$ cat config.mk
export PLATFORM = sky130hd
export DESIGN_NAME = mem_wb_stage
export DESIGN_NICKNAME = d
export VERILOG_FILES = /design/src/rtl/cpu_types_pkg.sv /design/src/rtl/wb_select.sv /design/src/rtl/mem_wb_stage.sv
export SDC_FILE = /design/constraint.sdc
export NUM_CORES = 1
export LEC_CHECK = 0
export ABC_AREA = 1
export BUFFER_PORTS_ARGS = -buffer_cell sky130_fd_sc_hd__buf_4
export CAP_MARGIN = 20
export CORE_MARGIN = 2
export CORE_UTILIZATION = 46
export CTS_CLUSTER_DIAMETER = 40
export CTS_CLUSTER_SIZE = 30
export DETAILED_ROUTE_END_ITERATION = 8
export HOLD_SLACK_MARGIN = 0.06
export PLACE_DENSITY_LB_ADDON = 0.25
export SKIP_LAST_GASP = 1
export SYNTH_ARGS = -nofsm -noshare
export SYNTH_HDL_FRONTEND = slang
export SYNTH_SLANG_ARGS = --single-unit
export TNS_END_PERCENT = 10
$ cat constraint.sdc
create_clock -name CLK -period 3.9 [get_ports CLK]
set_input_delay 0.195 -clock CLK [delete_from_list [all_inputs] [get_ports CLK]]
set_output_delay 0.195 -clock CLK [all_outputs]
set_load 0.01 [all_outputs]
$ cat src/rtl/cpu_types_pkg.sv
// Shared CPU types: word/register widths, writeback source encoding and the MEM/WB entry.
package cpu_types_pkg;

  localparam int unsigned WORD_W = 32;
  localparam int unsigned REG_W  = 5;

  typedef logic [WORD_W-1:0] word_t;
  typedef logic [REG_W-1:0]  regbits_t;

  typedef enum logic [1:0] {
    WB_ALU  = 2'd0,
    WB_LOAD = 2'd1,
    WB_NPC  = 2'd2,
    WB_LUI  = 2'd3
  } wbsel_t;

  typedef struct packed {
    logic     regwen;
    regbits_t wsel;
    word_t    wdat;
    logic     halt;
  } mem_wb_t;

endpackage

$ cat src/rtl/wb_select.sv
// Writeback source mux; resolves the register file data word at MEM/WB capture.
module wb_select
  import cpu_types_pkg::*;
(
  input  wbsel_t      wbsel,
  input  word_t       aluout,
  input  word_t       dload,
  input  word_t       npc,
  input  logic [15:0] imm16,
  output word_t       wdat
);

  always_comb begin
    wdat = aluout;
    unique case (wbsel)
      WB_ALU:  wdat = aluout;
      WB_LOAD: wdat = dload;
      WB_NPC:  wdat = npc;
      WB_LUI:  wdat = {imm16, 16'h0000};
    endcase
  end

endmodule

$ cat src/rtl/mem_wb_stage.sv
// MEM/WB pipeline register, register file write port, sticky halt and retired counter.
// Optional feature: define MEM_WB_FWD_EN to expose the held entry as a decode bypass.
module mem_wb_stage
  import cpu_types_pkg::*;
#(
  parameter int unsigned CNT_W = 32
) (
  input  logic             CLK,
  input  logic             RST,
  input  logic             mem_valid,
  output logic             mem_ready,
  input  logic             mem_regwen,
  input  logic [4:0]       mem_wsel,
  input  logic [1:0]       mem_wbsel,
  input  logic [31:0]      mem_aluout,
  input  logic [31:0]      mem_dload,
  input  logic [31:0]      mem_npc,
  input  logic [15:0]      mem_imm16,
  input  logic             mem_halt,
  input  logic             stall,
  input  logic             flush,
  output logic             rf_wen,
  output logic [4:0]       rf_wsel,
  output logic [31:0]      rf_wdat,
  output logic             halt,
`ifdef MEM_WB_FWD_EN
  output logic             fwd_valid,
  output logic [4:0]       fwd_sel,
  output logic [31:0]      fwd_dat,
`endif
  output logic [CNT_W-1:0] retired
);

  mem_wb_t          entry_q, entry_d, entry_cap;
  logic             v_q, v_d;
  logic             halt_sticky_q, halt_sticky_d;
  logic [CNT_W-1:0] cnt_q, cnt_d;
  word_t            cap_wdat;
  logic             capture, retire;

  wb_select u_wb_select (
    .wbsel  (wbsel_t'(mem_wbsel)),
    .aluout (mem_aluout),
    .dload  (mem_dload),
    .npc    (mem_npc),
    .imm16  (mem_imm16),
    .wdat   (cap_wdat)
  );

  always_comb begin
    entry_cap.regwen = mem_regwen;
    entry_cap.wsel   = mem_wsel;
    entry_cap.wdat   = cap_wdat;
    entry_cap.halt   = mem_halt;
  end

  assign mem_ready = !RST && !stall && !halt_sticky_q;
  assign capture   = mem_valid && mem_ready && !flush;
  assign retire    = v_q && !stall && !flush && !halt_sticky_q;

  always_comb begin
    v_d           = v_q;
    entry_d       = entry_q;
    halt_sticky_d = halt_sticky_q;
    cnt_d         = cnt_q;
    if (flush) begin
      v_d = 1'b0;
    end else if (!stall) begin
      if (retire) begin
        v_d = 1'b0;
        if (entry_q.halt) halt_sticky_d = 1'b1;
        if (cnt_q != '1) cnt_d = cnt_q + CNT_W'(1);
      end
      // Anything accepted alongside a retiring HALT is dropped: the machine stops here.
      if (capture && !(retire && entry_q.halt)) begin
        v_d     = 1'b1;
        entry_d = entry_cap;
      end
    end
  end

  always_ff @(posedge CLK) begin
    if (RST) begin
      v_q           <= 1'b0;
      entry_q       <= '0;
      halt_sticky_q <= 1'b0;
      cnt_q         <= '0;
    end else begin
      v_q           <= v_d;
      entry_q       <= entry_d;
      halt_sticky_q <= halt_sticky_d;
      cnt_q         <= cnt_d;
    end
  end

  always_comb begin
    rf_wen = v_q && entry_q.regwen && (entry_q.wsel != '0) && !stall && !flush &&
             !entry_q.halt && !halt_sticky_q && !RST;
  end

  assign rf_wsel = entry_q.wsel;
  assign rf_wdat = entry_q.wdat;
  assign halt    = halt_sticky_q;
  assign retired = cnt_q;

`ifdef MEM_WB_FWD_EN
  assign fwd_valid = v_q && entry_q.regwen && (entry_q.wsel != '0) && !flush;
  assign fwd_sel   = entry_q.wsel;
  assign fwd_dat   = entry_q.wdat;
`endif

endmodule
# Yosys cells after proc, flatten, opt, wreduce, memory -nomap -nowiden
# Index checks and enable logic that the tools add are counted.
totals:
  romBits: 0
  memories: 0
  reg_bits: 73
  wordCells: 47
  out_inout_bits: 72
  latchBits: 0
  ramBits: 0
  inputBits: 126
classes:
  n_addsub: 1
  mul: 0
  n_div: 0
  shift: 0
  magnitude_cmp: 0
  n_mux: 3
  n_reduce_logical: 30
  n_bitwise: 2
  eq_ne: 4
op_table:
  columns: ["op", "n"]
  rows:
  - ["$pmux 32 s4", 1]
  - ["$add 32x1->32 const B", 1]
  - ["$ne 32x32->1 const B", 1]
  - ["$logic_and 1x1->1", 16]
  - ["$reduce_and 4->1", 2]
  - ["$logic_not 1->1", 6]
  - ["$reduce_bool 5->1", 1]
  - ["$eq 2x2->1 const B", 2]
  - ["$reduce_and 3->1", 1]
  - ["$eq 2x1->1 const B", 1]
  - ["$logic_not 2->1", 1]
  - ["$mux 1", 2]
  - ["$not 1->1", 2]
  - ["$reduce_and 2->1", 1]
  - ["$reduce_bool 2->1", 1]
  - ["$reduce_or 2->1", 1]

# Longest topological paths before layout
depth:
  depth_word: 9
  ltp_mapped: 11

# Modules after synthesis
# A second synthesis with hierarchy kept.
unflattened:
  hier_cells: 726
  hier_area_um2: 4720.8
by_module_without_submodules:
  columns: ["mod", "area_per_inst_um2", "instances", "cells_each"]
  rows:
  - ["mem_wb_stage", 3883.7, 1, 562]
  - ["wb_select", 837.1, 1, 164]

# Least setup slack after synthesis
# OpenSTA, ideal clock, no wires.
synth_path:
  path_type: "reg-to-reg"
  from: "reg cnt_q[0], in the netlist retired[0]"
  to: "reg cnt_q[5], in the netlist retired[5]"
  slack_ns: 2.198
  arrival_time_ns: 1.560
  path_stages_with_launch: 12
  synth_period_minus_slack_ns: 1.702
  required_ns: 3.758
  path_cell_list: "dfxtp_1 ha_1 nand2_1 nor2_4 nand2_2 nor2_4 nand2_4 nand2_8 inv_4 buf_6 nand2_1 a21oi_2"
synth_via:
  elab_chain_len: 2
  word_cells_on_any_way: 3
  cone_classes: "add/sub: 1; eq/ne: 1; reduce/logical: 1"
synth_lines:
  columns: ["element", "line", "rtl"]
  rows:
  - ["from (decl)", "mem_wb_stage.sv:37", "logic [CNT_W-1:0] cnt_q, cnt_d;"]
  - ["from (signal assigned)", "mem_wb_stage.sv:92", "cnt_q <= cnt_d;"]
  - ["parallel branches: the longest is 2 deep, another holds $add 32x1->32", null, null]
# Parallel ways; which one is timed is not known.
# A chain may end at the register's enable or synchronous reset.

# Final worst setup path
layout_path:
  from: "in flush"
  to: "reg entry_q, in the netlist rf_wdat[23]"
layout_via:
  elab_chain_len: 7
  word_cells_on_any_way: 9
  cone_classes: "bitwise: 1; reduce/logical: 8"
layout_lines:
  columns: ["element", "line", "rtl"]
  rows:
  - ["from (decl)", "mem_wb_stage.sv:21", "input logic flush,"]
  - ["$logic_not 1->1", "mem_wb_stage.sv:58, mem_wb_stage.sv:59", null]
  - ["$logic_and 1x1->1 (2 in series)", "mem_wb_stage.sv:59", "assign retire = v_q && !stall && !flush && !halt_sticky_q;"]
  - ["$logic_and 1x1->1", "mem_wb_stage.sv:75", "if (capture && !(retire && entry_q.halt)) begin"]
  - ["$logic_not 1->1", "mem_wb_stage.sv:75", null]
  - ["$logic_and 1x1->1", "mem_wb_stage.sv:75", null]
  - ["$reduce_and 3->1 (no line) (*)", null, null]
  - ["to (signal assigned)", "mem_wb_stage.sv:90", "entry_q <= entry_d;"]
  - ["to (decl)", "mem_wb_stage.sv:34", "mem_wb_t entry_q, entry_d, entry_cap;"]
# Every way passes the cells marked *; elsewhere a longest branch is shown, timed or not.

==> results.cfg <==
[outcome]
status = completed

[drt]
num_vias = 5077
drt-initial-drc-count = 228
via_per_inst = 5.04
ant_nets = 0
totalWireLength_mm = 13.2
firstDrtPassIters = 5
route.detailed.wl_per_inst_microns = 13.1
drc = 0

[die]
row_count = 36
ios = 198
die_w_microns = 104
initial_core_util = 0.470
dieArea_sq_mm = 0.0107
die_h_microns = 104
fp.coreArea_sq_mm = 0.00968

[power_and_ir_drop]
p_leak_uw = 0.00264
power_frac_seq = 0.437
peakVddDrop_mv = 0.165
clockPowerShare = 0.424
sw_frac_of_total = 0.239
power.internal_uw = 1340
power.density_mw_per_mm2 = 289
p_comb_frac = 0.140
p_sw_uw = 419

[clocking]
htreeDepth = 3
clkSinkCount = 73
cts_setup_buffers = 0
holdBufCountCts = 1
root_buffer = clkbuf_8
worstSkewPairLatency_ns = 0.35
cts_tree = built
cts_resized = 0
cts_buffers = 9
clock_path_buffers = 2
clk_pin_slew_ns = 0.07

[logic_synthesis]
synth_common_cells = 230 x nand2_1, 125 x nor2_1, 73 x dfxtp_1
synth_cells = 723
ys_async_sr_fraction = 0
synth.most_common_cell = nand2_1
synthesis.area_sq_mm = 0.00456
synth_fp_nets = 850
synth.largest_area_cell = dfxtp_1
synth_edf_count = 0
ys.flop_type = dfxtp_1
ys_seq_area_frac = 0.321
yosys.area.top_type_share = 0.321
synth-warning-count = 0
syn_avg_cell_area_sq_um = 6.30
synth-seq-cells = 73
synthTopCellsByArea = dfxtp_1 32%, nand2_1 19%, nor2_1 10%
synth_cell_types = 31

[critical_path]
required_ns = 4.11
path_common_cell = nand2_2
crit_path_max_incr_delay_ns = 0.54
critPathBufInv = 3
crit_path_cell_trace = dlygate4sd3_1 -> buf_4 -> nor2_1 -> nand2_2 -> nor2_8 -> nand2_2 -> nand2_2 -> inv_4 -> o21ai_0 -> nor2_1
critPathCaptureType = register
arrival_ns = 2.50
crit_type = in2reg
startpoint_type = input port
cp_slowest_cell = dlygate4sd3_1
crit_path_max_fanout = 54
critPathTopFamily = simple AND/OR/NAND/NOR gates

[cells_and_area]
nets = 996
multi_input_area_sq_mm = 0.00252
drive_gt1_frac = 0.296
areaGrowthSynthToFinish_pct = 33.3
fill_cells = 904
layout.cells.non_filler = 1007
num_antenna_cells = 0
regArea_sq_mm = 0.00146

[global_route]
globalRouteTotalUtil = 0.242
grt_pass1_wl_mm = 21.7
grt_pass1_vias = 4798
grt_antenna_before_repair = 0
grt_start_max_net_pins = 55
grt-ovfl-total = 0

[timing]
relSlewSlack = 0.527
grt_setup_unrepaired = false
final.setup.tns_ns = 0
drv_slew = 0
hold_violations = 0
setup_viol = 0
period_share = 0.585
finClkSkew_ns = 0.0104
period_needed_ns = 2.28
worstMarginPinSlew_ns = 0.709
fmax_ghz = 0.438

[placed_design]
io_buffers = 197
place_hpwl_mm = 10.0
place_congestion = 0.944
dp.cells = 987

[job]
maxCapViolCount = 0

[hold_path]
hold_class = in2reg
## routing by layer
metal	GRT usage	share of wire	vias to the layer above
met1	0.282	0.41	2274
met3	0.0535	0.067	36
met2	0.426	0.49	209
met5	0	0	-
met4	0.108	0.032	0
li1	-	-	2558
## cells in the final DEF (no fill, tap or decap), drive strengths merged, types with 3 or more instances in the layout
cell	netlist	layout
clkbuf	16	10
xnor2	6	6
o21ai	44	44
bufinv	0	3
inv	35	36
nor3	4	4
a21oi	44	44
nand2	239	239
nand4	9	9
dfxtp	73	73
nand3	55	55
nor2	137	137
buf	51	201
xor2	6	6
## power groups by stage
stage	Clock, uW	Sequential [uW]	Combinational [uW]
final	745	767	245
after floorplan	0	782	118
after global placement	0	784	234
after CTS	750	767	241
after global routing	787	769	269
after detailed placement	0	784	240
## metrics by stage
| step | worst slack (ns) | util | total power (uW) | hold WS [ns] | instance area (sq um) |
|---|---|---|---|---|---|
| CTS | 1.64 | 0.623 | 1760 | 0.0621 | 6030 |
| global placement | 1.96 | 0.596 | 1020 | 0.390 | 5770 |
| floorplan | 2.20 | - | 900 | 0.268 | 4560 |
| detailed placement | 1.80 | 0.596 | 1020 | 0.395 | 5770 |
| finish | 1.62 | 0.627 | 1760 | 0.0729 | 6070 |
| global route | 1.43 | 0.627 | 1820 | 0.0768 | 6070 |
## worst reg2reg max path, stage by stage, from the launching register on
cell and delay (ns):
dfxtp_1 0.40, inv_1 0.12, nand2_1 0.09, nor2_2 0.13, nand2_1 0.08, nor2_2 0.09, nand2_2 0.26, inv_4 0.47
nand2_1 0.12, o21ai_0 0.11, nor2_1 0.06
## kinds of logic after synthesis
| logic type | after synthesis | synth area share |
|---|---|---|
| adder cells (fa/ha/maj) | 1 | 0.00275 |
| buffers and inverters | 102 | 0.128 |
| AO/OA/AOI/OAI | 90 | 0.113 |
| flip-flops | 73 | 0.321 |
| AND/OR/NAND/NOR | 445 | 0.413 |
| XOR/XNOR | 12 | 0.0231 |
## path summary, 6_finish.rpt
path,slack [ns],cells after the start,end,start
setup / recovery,1.62,10,rf_wdat[23],flush
hold / removal,0.07,3,entry_q[0],mem_halt
setup reg to reg,1.85,10,rf_wdat[17],halt
hold reg to reg,0.49,2,rf_wdat[1],rf_wdat[1]
## layout make-up
cell class,count,share of cell area
clock inverter,6,0.0187
multi-input combinational,548,0.414
sequential,73,0.241
tap,133,0.0274
timing repair buffer,202,0.254
inverter,35,0.0225
clock buffer,10,0.0227
## sequential cells by signal (all words and copies together), names as in the netlist
register,count
rf_wsel,5
entry_q,2
halt,1
rf_wdat,32
retired,32
v_q,1
No activity file was read; power rests on OpenSTA's default activity.
